File: config.mk
export PLATFORM = sky130hd
export DESIGN_NAME = zrb_frame_parser
export DESIGN_NICKNAME = d
export VERILOG_FILES = /design/src/rtl/zrb_frame_pkg.sv /design/src/rtl/zrb_resp_sender.sv /design/src/rtl/zrb_frame_parser.sv
export SDC_FILE = /design/constraint.sdc
export NUM_CORES = 1
export LEC_CHECK = 0
export ABC_CLOCK_PERIOD_IN_PS = 3600
export CAP_MARGIN = 25
export CORE_ASPECT_RATIO = 0.5
export CORE_MARGIN = 4
export CORE_UTILIZATION = 34
export CTS_CLUSTER_DIAMETER = 100
export DETAILED_ROUTE_END_ITERATION = 10
export PLACE_DENSITY = 0.61
export SKIP_CTS_REPAIR_TIMING = 1
export SYNTH_ARGS = -nofsm -noshare
export SYNTH_HDL_FRONTEND = slang
export SYNTH_HIERARCHICAL = 1
export SYNTH_SLANG_ARGS = --single-unit
File: constraint.sdc
create_clock -name clk -period 3.6 [get_ports clk]
set_clock_uncertainty 0.2 [all_clocks]
set_input_delay 0.72 -clock clk [delete_from_list [all_inputs] [get_ports clk]]
set_output_delay 0.72 -clock clk [all_outputs]
set_load 0.05 [all_outputs]
File: src/rtl/zrb_frame_pkg.sv
// Shared constants, state encoding and checksum helper for the ZRB command-frame parser.
package zrb_frame_pkg;

  localparam logic [7:0] SOF_DEFAULT = 8'hA5;

  localparam logic [7:0] CMD_WRITE = 8'h01;
  localparam logic [7:0] CMD_READ  = 8'h02;

  localparam logic [7:0] STATUS_OK      = 8'h00;
  localparam logic [7:0] STATUS_CHK_ERR = 8'hE1;
  localparam logic [7:0] STATUS_CMD_ERR = 8'hE2;

  localparam int FRAME_LEN = 5;
  localparam int RESP_LEN  = 4;

  typedef enum logic [3:0] {
    ST_HUNT,
    ST_CMD,
    ST_ADDR,
    ST_DATA,
    ST_CHK,
    ST_WR,
    ST_RD,
    ST_RDW,
    ST_RESP
  } parser_state_t;

  function automatic logic [7:0] frameChecksum(input logic [7:0] cmd,
                                               input logic [7:0] addr,
                                               input logic [7:0] data);
    return cmd ^ addr ^ data;
  endfunction

endpackage

File: src/rtl/zrb_resp_sender.sv
// Serialises the 4-byte response frame (SOF, STATUS, RDATA, RCHK) into the TX FIFO,
// stalling while the FIFO is full.
module zrb_resp_sender
  import zrb_frame_pkg::*;
#(
  parameter logic [7:0] SOF = SOF_DEFAULT
) (
  input  logic       clk,
  input  logic       reset,
  input  logic       start_i,
  input  logic [7:0] status_i,
  input  logic [7:0] rdata_i,
  input  logic       tx_full_i,
  output logic       tx_wr_o,
  output logic [7:0] tx_data_o,
  output logic       done_o
);

  localparam logic [1:0] LastIdx = 2'(RESP_LEN - 1);

  logic       active_q, active_d;
  logic [1:0] idx_q, idx_d;
  logic [7:0] status_q, status_d;
  logic [7:0] rdata_q, rdata_d;
  logic [7:0] curByte;

  always_ff @(posedge clk or posedge reset) begin
    if (reset) begin
      active_q <= 1'b0;
      idx_q    <= 2'd0;
      status_q <= 8'h00;
      rdata_q  <= 8'h00;
    end else begin
      active_q <= active_d;
      idx_q    <= idx_d;
      status_q <= status_d;
      rdata_q  <= rdata_d;
    end
  end

  always_comb begin
    active_d  = active_q;
    idx_d     = idx_q;
    status_d  = status_q;
    rdata_d   = rdata_q;
    tx_wr_o   = 1'b0;
    tx_data_o = 8'h00;
    done_o    = 1'b0;

    case (idx_q)
      2'd0:    curByte = SOF;
      2'd1:    curByte = status_q;
      2'd2:    curByte = rdata_q;
      default: curByte = status_q ^ rdata_q;
    endcase

    // STATUS/RDATA are captured on start so the parser is free to move on.
    if (start_i) begin
      active_d = 1'b1;
      idx_d    = 2'd0;
      status_d = status_i;
      rdata_d  = rdata_i;
    end else if (active_q && !tx_full_i) begin
      tx_wr_o   = 1'b1;
      tx_data_o = curByte;
      idx_d     = idx_q + 2'd1;
      if (idx_q == LastIdx) begin
        active_d = 1'b0;
        done_o   = 1'b1;
      end
    end
  end

endmodule

File: src/rtl/zrb_frame_parser.sv
// Decodes SOF/CMD/ADDR/DATA/CHK frames from the RX FIFO, drives the local register bus
// and queues a 4-byte response into the TX FIFO.
module zrb_frame_parser
  import zrb_frame_pkg::*;
#(
  parameter int         ADDR_WIDTH = 4,
  parameter int         TIMEOUT    = 255,
  parameter logic [7:0] SOF        = SOF_DEFAULT
) (
  input  logic                  clk,
  input  logic                  reset,
  input  logic [7:0]            rx_data,
  input  logic                  rx_empty,
  output logic                  rx_rd,
  input  logic                  tick,
  output logic                  reg_we,
  output logic                  reg_re,
  output logic [ADDR_WIDTH-1:0] reg_addr,
  output logic [7:0]            reg_wdata,
  input  logic [7:0]            reg_rdata,
  input  logic                  tx_full,
  output logic                  tx_wr,
  output logic [7:0]            tx_data,
  output logic                  frame_err,
  output logic                  busy
);

  localparam logic [7:0] TmoLim = 8'(TIMEOUT);

  parser_state_t state_q, state_d;
  logic [7:0]    cmd_q, cmd_d;
  logic [7:0]    addr_q, addr_d;
  logic [7:0]    data_q, data_d;
  logic [7:0]    tmo_q, tmo_d;

  logic          respStart;
  logic [7:0]    respStatus;
  logic [7:0]    respRdata;
  logic          respDone;
  logic          inFrame;

  always_ff @(posedge clk or posedge reset) begin
    if (reset) begin
      state_q <= ST_HUNT;
      cmd_q   <= 8'h00;
      addr_q  <= 8'h00;
      data_q  <= 8'h00;
      tmo_q   <= 8'h00;
    end else begin
      state_q <= state_d;
      cmd_q   <= cmd_d;
      addr_q  <= addr_d;
      data_q  <= data_d;
      tmo_q   <= tmo_d;
    end
  end

  always_comb begin
    state_d    = state_q;
    cmd_d      = cmd_q;
    addr_d     = addr_q;
    data_d     = data_q;
    tmo_d      = 8'h00;
    rx_rd      = 1'b0;
    reg_we     = 1'b0;
    reg_re     = 1'b0;
    frame_err  = 1'b0;
    respStart  = 1'b0;
    respStatus = STATUS_OK;
    respRdata  = 8'h00;

    inFrame = (state_q == ST_CMD) || (state_q == ST_ADDR) ||
              (state_q == ST_DATA) || (state_q == ST_CHK);

    // The pop strobe is suppressed during reset so nothing is lost from the RX FIFO.
    if ((inFrame || state_q == ST_HUNT) && !rx_empty && !reset) begin
      rx_rd = 1'b1;
    end

    case (state_q)
      ST_HUNT: if (rx_rd && rx_data == SOF) state_d = ST_CMD;
      ST_CMD: begin
        if (rx_rd) begin
          cmd_d   = rx_data;
          state_d = ST_ADDR;
        end
      end
      ST_ADDR: begin
        if (rx_rd) begin
          addr_d  = rx_data;
          state_d = ST_DATA;
        end
      end
      ST_DATA: begin
        if (rx_rd) begin
          data_d  = rx_data;
          state_d = ST_CHK;
        end
      end
      ST_CHK: begin
        if (rx_rd) begin
          if (frameChecksum(cmd_q, addr_q, data_q) != rx_data) begin
            frame_err  = 1'b1;
            respStart  = 1'b1;
            respStatus = STATUS_CHK_ERR;
            state_d    = ST_RESP;
          end else if (cmd_q == CMD_WRITE) begin
            state_d = ST_WR;
          end else if (cmd_q == CMD_READ) begin
            state_d = ST_RD;
          end else begin
            frame_err  = 1'b1;
            respStart  = 1'b1;
            respStatus = STATUS_CMD_ERR;
            state_d    = ST_RESP;
          end
        end
      end
      ST_WR: begin
        reg_we    = 1'b1;
        respStart = 1'b1;
        respRdata = data_q;
        state_d   = ST_RESP;
      end
      ST_RD: begin
        reg_re  = 1'b1;
        state_d = ST_RDW;
      end
      ST_RDW: begin
        respStart = 1'b1;
        respRdata = reg_rdata;
        state_d   = ST_RESP;
      end
      ST_RESP: if (respDone) state_d = ST_HUNT;
      default: state_d = ST_HUNT;
    endcase

    // An accepted byte always wins over a same-cycle tick.
    if (inFrame && !rx_rd) begin
      tmo_d = tmo_q;
      if (tick) begin
        if (tmo_q + 8'd1 == TmoLim) begin
          tmo_d     = 8'h00;
          frame_err = 1'b1;
          state_d   = ST_HUNT;
        end else begin
          tmo_d = tmo_q + 8'd1;
        end
      end
    end
  end

  assign reg_addr  = addr_q[ADDR_WIDTH-1:0];
  assign reg_wdata = data_q;
  assign busy      = (state_q != ST_HUNT);

  zrb_resp_sender #(
    .SOF(SOF)
  ) u_resp_sender (
    .clk      (clk),
    .reset    (reset),
    .start_i  (respStart),
    .status_i (respStatus),
    .rdata_i  (respRdata),
    .tx_full_i(tx_full),
    .tx_wr_o  (tx_wr),
    .tx_data_o(tx_data),
    .done_o   (respDone)
  );

endmodule

==> out/metrics.csv <==
stage,metric,value,unit
run_status,status,"finished, violations left",
run_status,failing checks,setup timing,
floorplanning,Die Span X,148,um
route,Post-route DRC,0,
timing,Final Setup Violations,6,
timing,Fin. Hold Viols,0,
timing,fin crit share,103,%
floorplanning,die area,0.0115,mm^2
worst_setup_path,CP top delay family,simple AND/OR/NAND/NOR gates,
worst_setup_path,CP Data Required Time,2.68,ns
grt,largest net degree at the start of global routing,24,
timing,Max Freq,0.268,GHz
layout,diode count,0,
yosys,post-synthesis simple-gate area fraction,17.8,%
yosys,Synth Area in Compound Gates,9.73,%
clock_network,clock latency on the worst-skew pair,0.29,ns
grt,global-route wire length before repair,12900,um
grt,vias in the first global route,2488,
yosys,Yosys warnings,6,
route,drt wl/cell,15.0,um
timing,RSZ-0062 raised after global routing,yes,
route,initial DRC count,87,
clock_network,H-tree levels,2,
layout,fin nets,412,
clock_network,Sink Count,55,
yosys,largest family of logic cells by synthesized area,simple AND/OR/NAND/NOR gates,
yosys,xor/xnor cell area share of the yosys netlist,8.15,%
clock_network,Num CTS Buffers,5,
timing,Final WS setup,-0.125,ns
layout,layout cell share with drive strength beyond 1,32.2,%
yosys,Post-synth EDFFs,0,
yosys,#FFs+latches synth,55,
timing,worst-margin pin slew,0.704,ns
floorplanning,Core ar.,0.00948,mm^2
worst_setup_path,Setup crit start kind,input port,
placed_design,Post-DP HPWL,6170,um
worst_setup_path,critical path arrival,2.81,ns
timing,crit path time final,3.73,ns
worst_setup_path,CP bufs+invs,3,
floorplanning,initial core utilization,35.1,%
clock_network,Clock Tree Root,clkbuf_16,
worst_setup_path,CP max FO,7,
yosys,Adder-Cell Fraction of Synth Area,2.63,%
yosys,Synth Cell Area,0.00333,mm^2
timing,setup tns final,-0.511,ns
floorplanning,I/O pin cnt,47,
grt,initial antenna violation count,0,
worst_setup_path,critical path's most frequent cell,nor4_4,
clock_network,CTS tree,built,
yosys,multiplexer share of the synthesized area,16.5,%
route,DRT antenna net count,0,
power_and_ir_drop,Pleak,0.00196,uW
layout,"Area growth, synth to finish",37.0,%
route,Routed WL,7780,um
yosys,cells after synthesis,317,
power_and_ir_drop,Max VDD drop,283,uV
route,routed vias/inst,4.86,
yosys,Yosys cell types,48,
timing,"Slew Viols, Final",0,
floorplanning,num rows,25,
power_and_ir_drop,"Power, Total",3530,uW
worst_setup_path,WS Path Type,input port to output port,
clock_network,"Reg clk slew, reported paths",0.06,ns
layout,Final Core Density,48.1,%
yosys,Avg Inst Size Synth,10.5,um^2
route,first-pass iteration count of the detailed router,4,
power_and_ir_drop,PwrDens,773,mW/mm^2
floorplanning,Die Y-Extent,78.0,um
timing,Max transition margin,53.0,%
worst_setup_path,critical path's largest stage delay,0.36,ns
worst_setup_path,crit-path cells,"buf_8, xor2_4, xnor2_2, nor4_4, a31oi_2, or2_4, or2_1, buf_6, nor4_4, buf_12",
route,via count,2525,
grt,global route total overflow,0,
clock_network,clock buffer depth,2,
yosys,Synth Flop Type,dfrtp_1,
placed_design,GP Congestion,0.803,
yosys,sequential fraction of the synthesis area,41.3,%
worst_setup_path,Worst Setup End Kind,output port,
job,max_cap viols,0,
yosys,Synth async-reset ratio,100,%
worst_hold_path,worst hold path type,flop to flop,
grt,gr usage total,13.6,%
placed_design,# port buffers,46,
worst_setup_path,Crit-path slowest cell,nor4_4,
## layout make-up
class	count	area [um^2]
fill	860	4920
clock inverter	2	12.5
timing repair buffer	73	759
inverter	11	43.8
tap	135	169
sequential	55	1380
multi-input combinational	238	2070
clock buffer	6	129
## synth_stat cells (2+ instances only)
| cell | n | area share [%] |
|---|---|---|
| nand2b_1 | 6 | 1.1 |
| clkbuf_1 | 5 | 0.56 |
| nor4_1 | 4 | 0.75 |
| nand3_1 | 9 | 1.4 |
| nor3_1 | 4 | 0.60 |
| nand4_1 | 2 | 0.38 |
| mux2_2 | 40 | 14 |
| or3_1 | 3 | 0.56 |
| buf_4 | 4 | 0.90 |
| and3_1 | 2 | 0.38 |
| a211o_1 | 2 | 0.53 |
| ha_1 | 7 | 2.6 |
| nor2_1 | 18 | 2.0 |
| dfrtp_1 | 55 | 41 |
| nand2_1 | 14 | 1.6 |
| and2_1 | 4 | 0.75 |
| a221oi_1 | 4 | 1.1 |
| clkbuf_2 | 2 | 0.30 |
| buf_2 | 2 | 0.30 |
| mux2i_1 | 10 | 3.0 |
| xnor2_1 | 21 | 5.5 |
| a21oi_1 | 10 | 1.5 |
| a21o_1 | 4 | 0.90 |
| nor4_2 | 2 | 0.75 |
| o21ai_0 | 20 | 3.0 |
| nor4_4 | 2 | 1.3 |
| nor2b_1 | 13 | 2.4 |
| or2_2 | 4 | 0.75 |
| nand3b_1 | 4 | 0.90 |
| inv_1 | 11 | 1.2 |
| xor2_1 | 10 | 2.6 |
| nor4bb_1 | 2 | 0.60 |
| a211oi_1 | 2 | 0.45 |
## state kept, by name (all words and copies together) (netlist names)
signal	flops
tmo_q	8
u_resp_sender/idx_q	2
state_q	4
u_resp_sender/rdata_q	8
addr_q	8
u_resp_sender/active_q	1
cmd_q	8
reg_wdata	8
u_resp_sender/status_q	8
## kinds of logic (layout without fill, tap and decap cells)
group | Yosys count | count (layout)
XOR/XNOR | 31 | 31
multiplexers | 50 | 50
flip-flops | 55 | 55
AO/OA/AOI/OAI | 48 | 48
AND/OR/NAND/NOR | 99 | 99
buffers and inverters | 26 | 92
other | 1 | 3
adder cells (fa/ha/maj) | 7 | 7
## per-stage QoR
step	hold WS, ns	instances	area (um^2)	setup slack (ns)
detailed placement	0.323	510	4280	-0.478
CTS	0.340	518	4430	-0.483
global placement	0.287	510	4280	-0.459
global route	0.353	520	4560	-0.196
finish	0.337	520	4560	-0.125
floorplan	0.269	319	3450	-0.125
## worst register-to-register path: cells and delay by family (launching register included)
kind / cells / cell delay (ns)
simple gates: 4 / 1.00
flops: 1 / 0.46
compound gates: 2 / 0.46
xor+xnor: 2 / 0.39
buf+inv: 3 / 0.36
## path summary, 6_finish.rpt
| check | startpoint | to | slack [ns] | depth (start not counted) |
|---|---|---|---|---|
| setup / recovery | rx_data[3] | tx_data[0] | -0.13 | 10 |
| hold / removal | u_resp_sender/status_q[4]$_DFFE_PP0P_ | u_resp_sender/status_q[4]$_DFFE_PP0P_ | 0.34 | 1 |
| setup reg to reg | cmd_q[1]$_DFFE_PP0P_ | state_q[3]$_DFF_PP0_ | 0.61 | 11 |
| hold reg to reg | u_resp_sender/status_q[4]$_DFFE_PP0P_ | u_resp_sender/status_q[4]$_DFFE_PP0P_ | 0.34 | 1 |
| max in group asynchronous | reset | reg_wdata[1]$_DFFE_PP0P_ | 1.74 | 4 |
| min in group asynchronous | reset | cmd_q[5]$_DFFE_PP0P_ | 0.76 | 3 |
## report_power, final
group	total (uW)	internal, uW	switching [uW]
registers	1050	815	231
logic	2020	926	1090
clock network	461	257	205
## layer usage
metal  share of wire (%)  GRT usage [%]  vias up
li1                    -              -     1242
met1                  49           19.1     1250
met2                  47           22.0       28
met3                 2.6           2.57        5
met4                0.84           2.76        0
met5                   0              0        -
## cells in the final DEF (no fill, tap or decap), drive strengths merged, types with 11 or more instances in the layout
cell           count
o21ai             20
xnor2             21
nand2             14
buf               40
inv               11
nor2b             13
dfrtp             55
clkdlybuf4s50     27
nor2              18
mux2              40
No activity file was read; power rests on OpenSTA's default activity.
